`src/rtl/cpu_ctrl_pkg.sv`:
```
// Shared opcodes, FSM states, opcode classes and strobe bundle for the Mini-SRC control unit.
package cpu_ctrl_pkg;

  localparam int unsigned OPW = 5;
  localparam int unsigned IRW = 32;

  localparam logic [OPW-1:0] OPC_LD   = 5'b00000;
  localparam logic [OPW-1:0] OPC_LDI  = 5'b00001;
  localparam logic [OPW-1:0] OPC_ST   = 5'b00010;
  localparam logic [OPW-1:0] OPC_ADD  = 5'b00011;
  localparam logic [OPW-1:0] OPC_SUB  = 5'b00100;
  localparam logic [OPW-1:0] OPC_SHR  = 5'b00101;
  localparam logic [OPW-1:0] OPC_SHL  = 5'b00110;
  localparam logic [OPW-1:0] OPC_ROR  = 5'b00111;
  localparam logic [OPW-1:0] OPC_ROL  = 5'b01000;
  localparam logic [OPW-1:0] OPC_AND  = 5'b01001;
  localparam logic [OPW-1:0] OPC_OR   = 5'b01010;
  localparam logic [OPW-1:0] OPC_ADDI = 5'b01011;
  localparam logic [OPW-1:0] OPC_ANDI = 5'b01100;
  localparam logic [OPW-1:0] OPC_ORI  = 5'b01101;
  localparam logic [OPW-1:0] OPC_MUL  = 5'b01110;
  localparam logic [OPW-1:0] OPC_DIV  = 5'b01111;
  localparam logic [OPW-1:0] OPC_NEG  = 5'b10000;
  localparam logic [OPW-1:0] OPC_NOT  = 5'b10001;
  localparam logic [OPW-1:0] OPC_BR   = 5'b10010;
  localparam logic [OPW-1:0] OPC_JR   = 5'b10011;
  localparam logic [OPW-1:0] OPC_IN   = 5'b10101;
  localparam logic [OPW-1:0] OPC_OUT  = 5'b10110;
  localparam logic [OPW-1:0] OPC_MFHI = 5'b10111;
  localparam logic [OPW-1:0] OPC_MFLO = 5'b11000;
  localparam logic [OPW-1:0] OPC_NOP  = 5'b11001;
  localparam logic [OPW-1:0] OPC_HALT = 5'b11010;

  // ALU code used for PC increment, address and branch-offset arithmetic
  localparam logic [OPW-1:0] OP_ADD = OPC_ADD;

  typedef enum logic [3:0] {
    S_RESET, S_T0, S_T1, S_T2, S_T3, S_T4, S_T5, S_T6, S_T7, S_HALT
  } state_t;

  // Opcode classes that share one execute sequence
  typedef enum logic [3:0] {
    K_NOP, K_ALU3, K_ALU2, K_IMM, K_MULDIV, K_LD, K_LDI, K_ST,
    K_BR, K_JR, K_IN, K_OUT, K_MFHI, K_MFLO, K_HALT
  } kind_t;

  typedef struct packed {
    logic PCout;     logic MDRout;     logic ZLowout;    logic ZHighout;
    logic HIout;     logic LOout;      logic InPortout;  logic Cout;
    logic BAout;     logic R_out;      logic PC_enable;  logic IR_enable;
    logic MAR_enable; logic MDR_enable; logic Y_enable;  logic ZLowIn;
    logic ZHighIn;   logic HI_enable;  logic LO_enable;  logic R_in;
    logic OutPort_enable; logic CON_enable; logic MDR_read; logic RAM_write;
    logic IncPC;     logic Gra;        logic Grb;        logic Grc;
  } ctrl_t;

  // Map an opcode onto its execute-sequence class; unknown opcodes behave as nop
  function automatic kind_t op_kind(input logic [OPW-1:0] op);
    case (op)
      OPC_ADD, OPC_SUB, OPC_AND, OPC_OR,
      OPC_SHR, OPC_SHL, OPC_ROR, OPC_ROL: op_kind = K_ALU3;
      OPC_NEG, OPC_NOT:                   op_kind = K_ALU2;
      OPC_ADDI, OPC_ANDI, OPC_ORI:        op_kind = K_IMM;
      OPC_MUL, OPC_DIV:                   op_kind = K_MULDIV;
      OPC_LD:                             op_kind = K_LD;
      OPC_LDI:                            op_kind = K_LDI;
      OPC_ST:                             op_kind = K_ST;
      OPC_BR:                             op_kind = K_BR;
      OPC_JR:                             op_kind = K_JR;
      OPC_IN:                             op_kind = K_IN;
      OPC_OUT:                            op_kind = K_OUT;
      OPC_MFHI:                           op_kind = K_MFHI;
      OPC_MFLO:                           op_kind = K_MFLO;
      OPC_HALT:                           op_kind = K_HALT;
      default:                            op_kind = K_NOP;
    endcase
  endfunction

  // Final execute state for each class; the FSM leaves it for T0 or HALT
  function automatic state_t last_state(input kind_t k);
    case (k)
      K_ALU3, K_ALU2, K_IMM, K_LDI: last_state = S_T5;
      K_MULDIV, K_BR:               last_state = S_T6;
      K_LD, K_ST:                   last_state = S_T7;
      default:                      last_state = S_T3;
    endcase
  endfunction

endpackage

```
`src/rtl/ctrl_decode.sv`:
```
// Moore output decode: current state plus opcode class to datapath strobes and ALU code.
module ctrl_decode
  import cpu_ctrl_pkg::*;
(
  input  state_t         state,
  input  logic [OPW-1:0] opcode,
  input  logic           con_ff,
  output ctrl_t          ctrl,
  output logic [OPW-1:0] alu_op,
  output logic           run
);

  kind_t kind;
  assign kind = op_kind(opcode);

  // Strobes for one state; everything defaults low, so RESET/HALT assert nothing
  always_comb begin
    ctrl   = '0;
    alu_op = '0;
    run    = (state != S_HALT);
    case (state)
      S_T0: begin
        ctrl.PCout = 1'b1; ctrl.MAR_enable = 1'b1; ctrl.IncPC = 1'b1; ctrl.ZLowIn = 1'b1;
        alu_op = OP_ADD;
      end
      S_T1: begin
        ctrl.ZLowout = 1'b1; ctrl.PC_enable = 1'b1; ctrl.MDR_read = 1'b1; ctrl.MDR_enable = 1'b1;
      end
      S_T2: begin
        ctrl.MDRout = 1'b1; ctrl.IR_enable = 1'b1;
      end
      S_T3: begin
        case (kind)
          K_ALU3, K_ALU2, K_IMM: begin ctrl.Grb = 1'b1; ctrl.R_out = 1'b1; ctrl.Y_enable = 1'b1; end
          K_MULDIV:              begin ctrl.Gra = 1'b1; ctrl.R_out = 1'b1; ctrl.Y_enable = 1'b1; end
          K_LD, K_LDI, K_ST:     begin ctrl.Grb = 1'b1; ctrl.BAout = 1'b1; ctrl.Y_enable = 1'b1; end
          K_BR:   begin ctrl.Gra = 1'b1; ctrl.R_out = 1'b1; ctrl.CON_enable = 1'b1; end
          K_JR:   begin ctrl.Gra = 1'b1; ctrl.R_out = 1'b1; ctrl.PC_enable = 1'b1; end
          K_IN:   begin ctrl.InPortout = 1'b1; ctrl.Gra = 1'b1; ctrl.R_in = 1'b1; end
          K_OUT:  begin ctrl.Gra = 1'b1; ctrl.R_out = 1'b1; ctrl.OutPort_enable = 1'b1; end
          K_MFHI: begin ctrl.HIout = 1'b1; ctrl.Gra = 1'b1; ctrl.R_in = 1'b1; end
          K_MFLO: begin ctrl.LOout = 1'b1; ctrl.Gra = 1'b1; ctrl.R_in = 1'b1; end
          default: ;
        endcase
      end
      S_T4: begin
        case (kind)
          K_ALU3: begin ctrl.Grc = 1'b1; ctrl.R_out = 1'b1; ctrl.ZLowIn = 1'b1; alu_op = opcode; end
          K_ALU2: begin ctrl.Grb = 1'b1; ctrl.R_out = 1'b1; ctrl.ZLowIn = 1'b1; alu_op = opcode; end
          K_IMM:  begin ctrl.Cout = 1'b1; ctrl.ZLowIn = 1'b1; alu_op = opcode; end
          K_MULDIV: begin
            ctrl.Grb = 1'b1; ctrl.R_out = 1'b1; ctrl.ZLowIn = 1'b1; ctrl.ZHighIn = 1'b1;
            alu_op = opcode;
          end
          K_LD, K_LDI, K_ST: begin ctrl.Cout = 1'b1; ctrl.ZLowIn = 1'b1; alu_op = OP_ADD; end
          K_BR:   begin ctrl.PCout = 1'b1; ctrl.Y_enable = 1'b1; end
          default: ;
        endcase
      end
      S_T5: begin
        case (kind)
          K_ALU3, K_ALU2, K_IMM, K_LDI: begin ctrl.ZLowout = 1'b1; ctrl.Gra = 1'b1; ctrl.R_in = 1'b1; end
          K_MULDIV:   begin ctrl.ZLowout = 1'b1; ctrl.LO_enable = 1'b1; end
          K_LD, K_ST: begin ctrl.ZLowout = 1'b1; ctrl.MAR_enable = 1'b1; end
          K_BR:       begin ctrl.Cout = 1'b1; ctrl.ZLowIn = 1'b1; alu_op = OP_ADD; end
          default: ;
        endcase
      end
      S_T6: begin
        case (kind)
          K_MULDIV: begin ctrl.ZHighout = 1'b1; ctrl.HI_enable = 1'b1; end
          K_LD:     begin ctrl.MDR_read = 1'b1; ctrl.MDR_enable = 1'b1; end
          K_ST:     begin ctrl.Gra = 1'b1; ctrl.R_out = 1'b1; ctrl.MDR_enable = 1'b1; end
          K_BR:     begin ctrl.ZLowout = 1'b1; ctrl.PC_enable = con_ff; end
          default: ;
        endcase
      end
      S_T7: begin
        case (kind)
          K_LD: begin ctrl.MDRout = 1'b1; ctrl.Gra = 1'b1; ctrl.R_in = 1'b1; end
          K_ST: ctrl.RAM_write = 1'b1;
          default: ;
        endcase
      end
      default: ;
    endcase
  end

endmodule

```
`src/rtl/control_unit.sv`:
```
// Mini-SRC control unit: fetch/execute sequencer with Stop/halt handling.
module control_unit
  import cpu_ctrl_pkg::*;
(
  input  logic        Clock,
  input  logic        Clear,
  input  logic        Stop,
  input  logic [31:0] IR,
  input  logic        CON_FF,
  output logic        Run,
  output logic        PCout, MDRout, ZLowout, ZHighout, HIout, LOout, InPortout, Cout, BAout, R_out,
  output logic        PC_enable, IR_enable, MAR_enable, MDR_enable, Y_enable, ZLowIn, ZHighIn,
  output logic        HI_enable, LO_enable, R_in, OutPort_enable, CON_enable,
  output logic        MDR_read, RAM_write, IncPC,
  output logic        Gra, Grb, Grc,
  output logic [4:0]  ALU_op
);

  state_t         state;
  ctrl_t          ctrl;
  logic [OPW-1:0] opcode;
  kind_t          kind;
  logic           unused_ir;

  assign opcode    = IR[IRW-1 -: OPW];
  assign kind      = op_kind(opcode);
  assign unused_ir = ^IR[IRW-OPW-1:0];

  // State register with next-state logic; Clear wins from any state
  always_ff @(posedge Clock) begin
    if (Clear) begin
      state <= S_RESET;
    end else begin
      case (state)
        S_RESET: state <= S_T0;
        S_T0:    state <= S_T1;
        S_T1:    state <= S_T2;
        S_T2:    state <= S_T3;
        S_HALT:  state <= S_HALT;
        default: begin
          if (state == S_T3 && kind == K_HALT)
            state <= S_HALT;
          else if (state == last_state(kind))
            state <= Stop ? S_HALT : S_T0;
          else
            state <= state_t'(4'(state) + 4'd1);
        end
      endcase
    end
  end

  ctrl_decode u_decode (
    .state  (state),
    .opcode (opcode),
    .con_ff (CON_FF),
    .ctrl   (ctrl),
    .alu_op (ALU_op),
    .run    (Run)
  );

  assign PCout          = ctrl.PCout;
  assign MDRout         = ctrl.MDRout;
  assign ZLowout        = ctrl.ZLowout;
  assign ZHighout       = ctrl.ZHighout;
  assign HIout          = ctrl.HIout;
  assign LOout          = ctrl.LOout;
  assign InPortout      = ctrl.InPortout;
  assign Cout           = ctrl.Cout;
  assign BAout          = ctrl.BAout;
  assign R_out          = ctrl.R_out;
  assign PC_enable      = ctrl.PC_enable;
  assign IR_enable      = ctrl.IR_enable;
  assign MAR_enable     = ctrl.MAR_enable;
  assign MDR_enable     = ctrl.MDR_enable;
  assign Y_enable       = ctrl.Y_enable;
  assign ZLowIn         = ctrl.ZLowIn;
  assign ZHighIn        = ctrl.ZHighIn;
  assign HI_enable      = ctrl.HI_enable;
  assign LO_enable      = ctrl.LO_enable;
  assign R_in           = ctrl.R_in;
  assign OutPort_enable = ctrl.OutPort_enable;
  assign CON_enable     = ctrl.CON_enable;
  assign MDR_read       = ctrl.MDR_read;
  assign RAM_write      = ctrl.RAM_write;
  assign IncPC          = ctrl.IncPC;
  assign Gra            = ctrl.Gra;
  assign Grb            = ctrl.Grb;
  assign Grc            = ctrl.Grc;

endmodule

```
`config.mk`:
```
export PLATFORM = sky130hd
export DESIGN_NAME = control_unit
export DESIGN_NICKNAME = d
export VERILOG_FILES = /design/src/rtl/cpu_ctrl_pkg.sv /design/src/rtl/ctrl_decode.sv /design/src/rtl/control_unit.sv
export SDC_FILE = /design/constraint.sdc
export NUM_CORES = 1
export LEC_CHECK = 0
export CAP_MARGIN = 15
export CELL_PAD_IN_SITES_DETAIL_PLACEMENT = 0
export CELL_PAD_IN_SITES_GLOBAL_PLACEMENT = 1
export CORE_AREA = 2 2 71 73
export CTS_BUF_LIST = sky130_fd_sc_hd__clkbuf_2 sky130_fd_sc_hd__clkbuf_4 sky130_fd_sc_hd__clkbuf_8
export CTS_CLUSTER_DIAMETER = 150
export DETAILED_ROUTE_END_ITERATION = 8
export DIE_AREA = 0 0 73 75
export MAX_ROUTING_LAYER = met4
export PLACE_DENSITY = 0.91
export SLEW_MARGIN = 5
export SYNTH_ARGS = -nofsm -noshare
export SYNTH_HDL_FRONTEND = slang
export SYNTH_SLANG_ARGS = --single-unit
```
`constraint.sdc`:
```
create_clock -name Clock -period 3.5 [get_ports Clock]
set_input_delay 0.525 -clock Clock [delete_from_list [all_inputs] [get_ports Clock]]
set_output_delay 0.525 -clock Clock [all_outputs]
set_load 0.05 [all_outputs]
```
==> out/metrics.csv <==
stage,metric,value,unit
setup_path,crit path launch type,input pin,
routing,via count,1766,
setup_path,Setup crit end kind,output port,
routing,routed vias/inst,5.37,
hold_path,Hold Crit Class,register to register,
global_route,first-pass GRT wire length,7.19,mm
layout,register area,80.1,um2
routing,DRT Wirelength,4.51,mm
layout,max reg flops,4,
floorplanning,Core Box Area,4660,um2
timing,Clock Skew,0.00329,ns
logic_synthesis,main flop type after synthesis,dfxtp_1,
clock_network,clk sink count,4,
layout,multi-input logic area,1210,um2
power,overall power,1.14,mW
floorplanning,Ports,70,
clock_network,CTS Buf Count,3,
timing,Tmin final,3.42,ns
logic_synthesis,cell area after synthesis,1310,um2
logic_synthesis,#FFs+latches synth,4,
clock_network,clk_lat worst skew,0.22,ns
logic_synthesis,Synth cell types,59,
power,Max VDD drop,0.000247,V
layout,nets@finish,323,
layout,biggest regs,state: 4 flops,
clock_network,Bufs on Longest Clock Path,2,
logic_synthesis,Post-synth EDFFs,0,
place,port bufs,42,
clock_network,hold buffers post-CTS,0,
setup_path,Crit Path Max Fanout,8,
logic_synthesis,Mapped Cells,202,
place,Detail Placement HPWL,3.57,mm
layout,most flop-heavy register,state,
timing,final hold violation count,0,
global_route,number of global-route vias before repair,1614,
layout,post-route cell area,2410,um2
routing,initial DRC count,157,
logic_synthesis,Yosys warnings,0,
timing,Final setup viols,0,
timing,Max-slew headroom,0.668,
layout,filler instances,437,
logic_synthesis,Mapped Nets,248,
global_route,pin count of the biggest net entering global routing,20,
logic_synthesis,"count leader, synth",nand2_1,
global_route,initial antenna violation count,0,
layout,Area Overhead vs Synth,83.8,%
place,"Cell Area, Placed",2270,um2
global_route,gr usage total,0.168,
timing,Final period util,0.978,
floorplanning,Die Width,73,um
power,cell area power density,475,nW/um2
status,status,finished clean,
setup_path,WP data required,2.97,ns
timing,Hold WS,0.569,ns
floorplanning,FP Rows,25,
routing,TritonRoute pass-1 iters,4,
logic_synthesis,list of most frequent post-synthesis cells,"nand2_1, nor2_1, nor3_1",
logic_synthesis,Post-synth ARST share,0,
global_route,GRT overflow,0,
floorplanning,Initial Util,0.281,
timing,FMAX,292,MHz
timing,Slew @ Worst Pin,0.496,ns
timing,unrepaired setup endpoints after global routing,yes,
logic_synthesis,post-synth top area share,0.0955,
flow_run,max cap viols,0,
setup_path,slowest CP cell,clkdlybuf4s50_1,
logic_synthesis,syn avg cell area,6.49,um2
setup_path,"most used cell, CP",buf_4,
power,Lkg Pwr,0.981,nW
floorplanning,DIE HEIGHT,75,um
logic_synthesis,largest cells by area after synthesis,"ha_1, nand2_1, dfxtp_1",
place,GPL Wtd Cong,0.874,
setup_path,crit-path max cell delay,0.48,ns
floorplanning,Die ar.,5480,um2
setup_path,worst path cell trace,"clkdlybuf4s50_1, buf_4, ha_2, and2b_1, o21ai_1, buf_4, a32oi_4, nand2_1, a211o_1, o21ai_0, o2bb2ai_1, buf_12",
setup_path,"Largest delay share family, worst path",buffers and inverters,
layout,share of layout cells above drive strength 1,0.349,
layout,Antenna diodes,0,
logic_synthesis,post-synth top area cell,ha_1,
logic_synthesis,register area share after synthesis,0.0611,
clock_network,# H-tree levels,1,
setup_path,CP bufs+invs,4,
routing,DRT antenna net count,0,
clock_network,CTS tree,built,
timing,max-slew violations,0,
clock_network,clock-pin slew on the worst setup and hold paths,0.03,ns
setup_path,Worst Setup Path Type,input pin to output port,
setup_path,worst path arrival time,2.90,ns
clock_network,root buf cell,clkbuf_8,
routing,detailed-route DRC error count,0,
routing,drt wl/cell,13.7,um
[cells by family (layout without fill, tap and decap cells)]
family                   after synthesis  in the layout  synth area share
AND/OR/NAND/NOR                      108            109             0.437
AO/OA/AOI/OAI                         57             57             0.302
buffers and inverters                 19             91            0.0764
adder cells (fa/ha/maj)               10             10            0.0955
flip-flops                             4              4            0.0611
XOR/XNOR                               2              2            0.0134
multiplexers                           2              2            0.0153
[worst reg2reg max path, stage by stage (launching register included)]
cell and delay (ns):
dfxtp_1 0.45, nor2b_1 0.45, and2_1 0.28, nand3_1 0.11
buf_4 0.17, or4_4 0.46, and3b_1 0.19, a21oi_1 0.17
o31ai_1 0.10
[cell type report]
cell class	instances	area share
clock buffers	3	0.0172
flip-flops and latches	4	0.0333
inverters	8	0.0125
repair buffers	80	0.406
well taps	54	0.0281
multi-input cells	180	0.503
[cells in the final DEF (no fill, tap or decap), drive strengths merged, types with 2 or more instances in the layout]
master / Yosys / routed
buf: 6 / 69
nand2: 31 / 31
nor2: 17 / 17
o21ai: 17 / 17
nor3: 14 / 15
a21oi: 12 / 12
clkdlybuf4s50: 0 / 11
and2: 11 / 11
ha: 10 / 10
inv: 8 / 8
nand3: 8 / 8
nor2b: 5 / 5
or3: 4 / 4
dfxtp: 4 / 4
o31ai: 4 / 4
nand3b: 3 / 3
clkbuf: 5 / 3
o211ai: 3 / 3
nor4: 3 / 3
mux2i: 2 / 2
o2bb2ai: 2 / 2
o22ai: 2 / 2
a21o: 2 / 2
o21bai: 2 / 2
or4: 2 / 2
[what timing repair did]
item,4_1_cts,5_1_grt
buffers inserted,0,4
setup endpoints to repair,3,20
cloned,0,1
pin swaps,0,3
gates resized for setup,2,11
[worst paths after layout]
path | from | end | slack [ns] | cells after the start
worst max register to register | state[2] | state[2] | 1.00 | 8
worst min-delay path | state[0] | state[0] | 0.57 | 1
worst min register to register | state[0] | state[0] | 0.57 | 1
worst max-delay path | IR[28] | R_out | 0.08 | 12
[routing by layer]
layer,share of wire,GRT usage
met1,0.43,0.201
met2,0.51,0.296
met3,0.050,0.0214
met4,0.0093,0.0432
met5,0,-
[stage by stage]
step                       util  setup WS [ns]  TNS (ns)  std cells
after floorplan               -        -0.0120   -0.0361        202
after global placement    0.488        -0.0129   -0.0214        321
after detailed placement  0.488        -0.0307   -0.0502        321
after CTS                 0.499         0.0254         0        324
after global routing      0.517        -0.0932    -0.504        329
final                     0.517         0.0779         0        329
[power breakdown]
group | switching, mW | internal [mW]
Combinational | 0.562 | 0.394
Sequential | 0.0270 | 0.0615
Clock | 0.0249 | 0.0734
No activity file was read; power rests on OpenSTA's default activity.
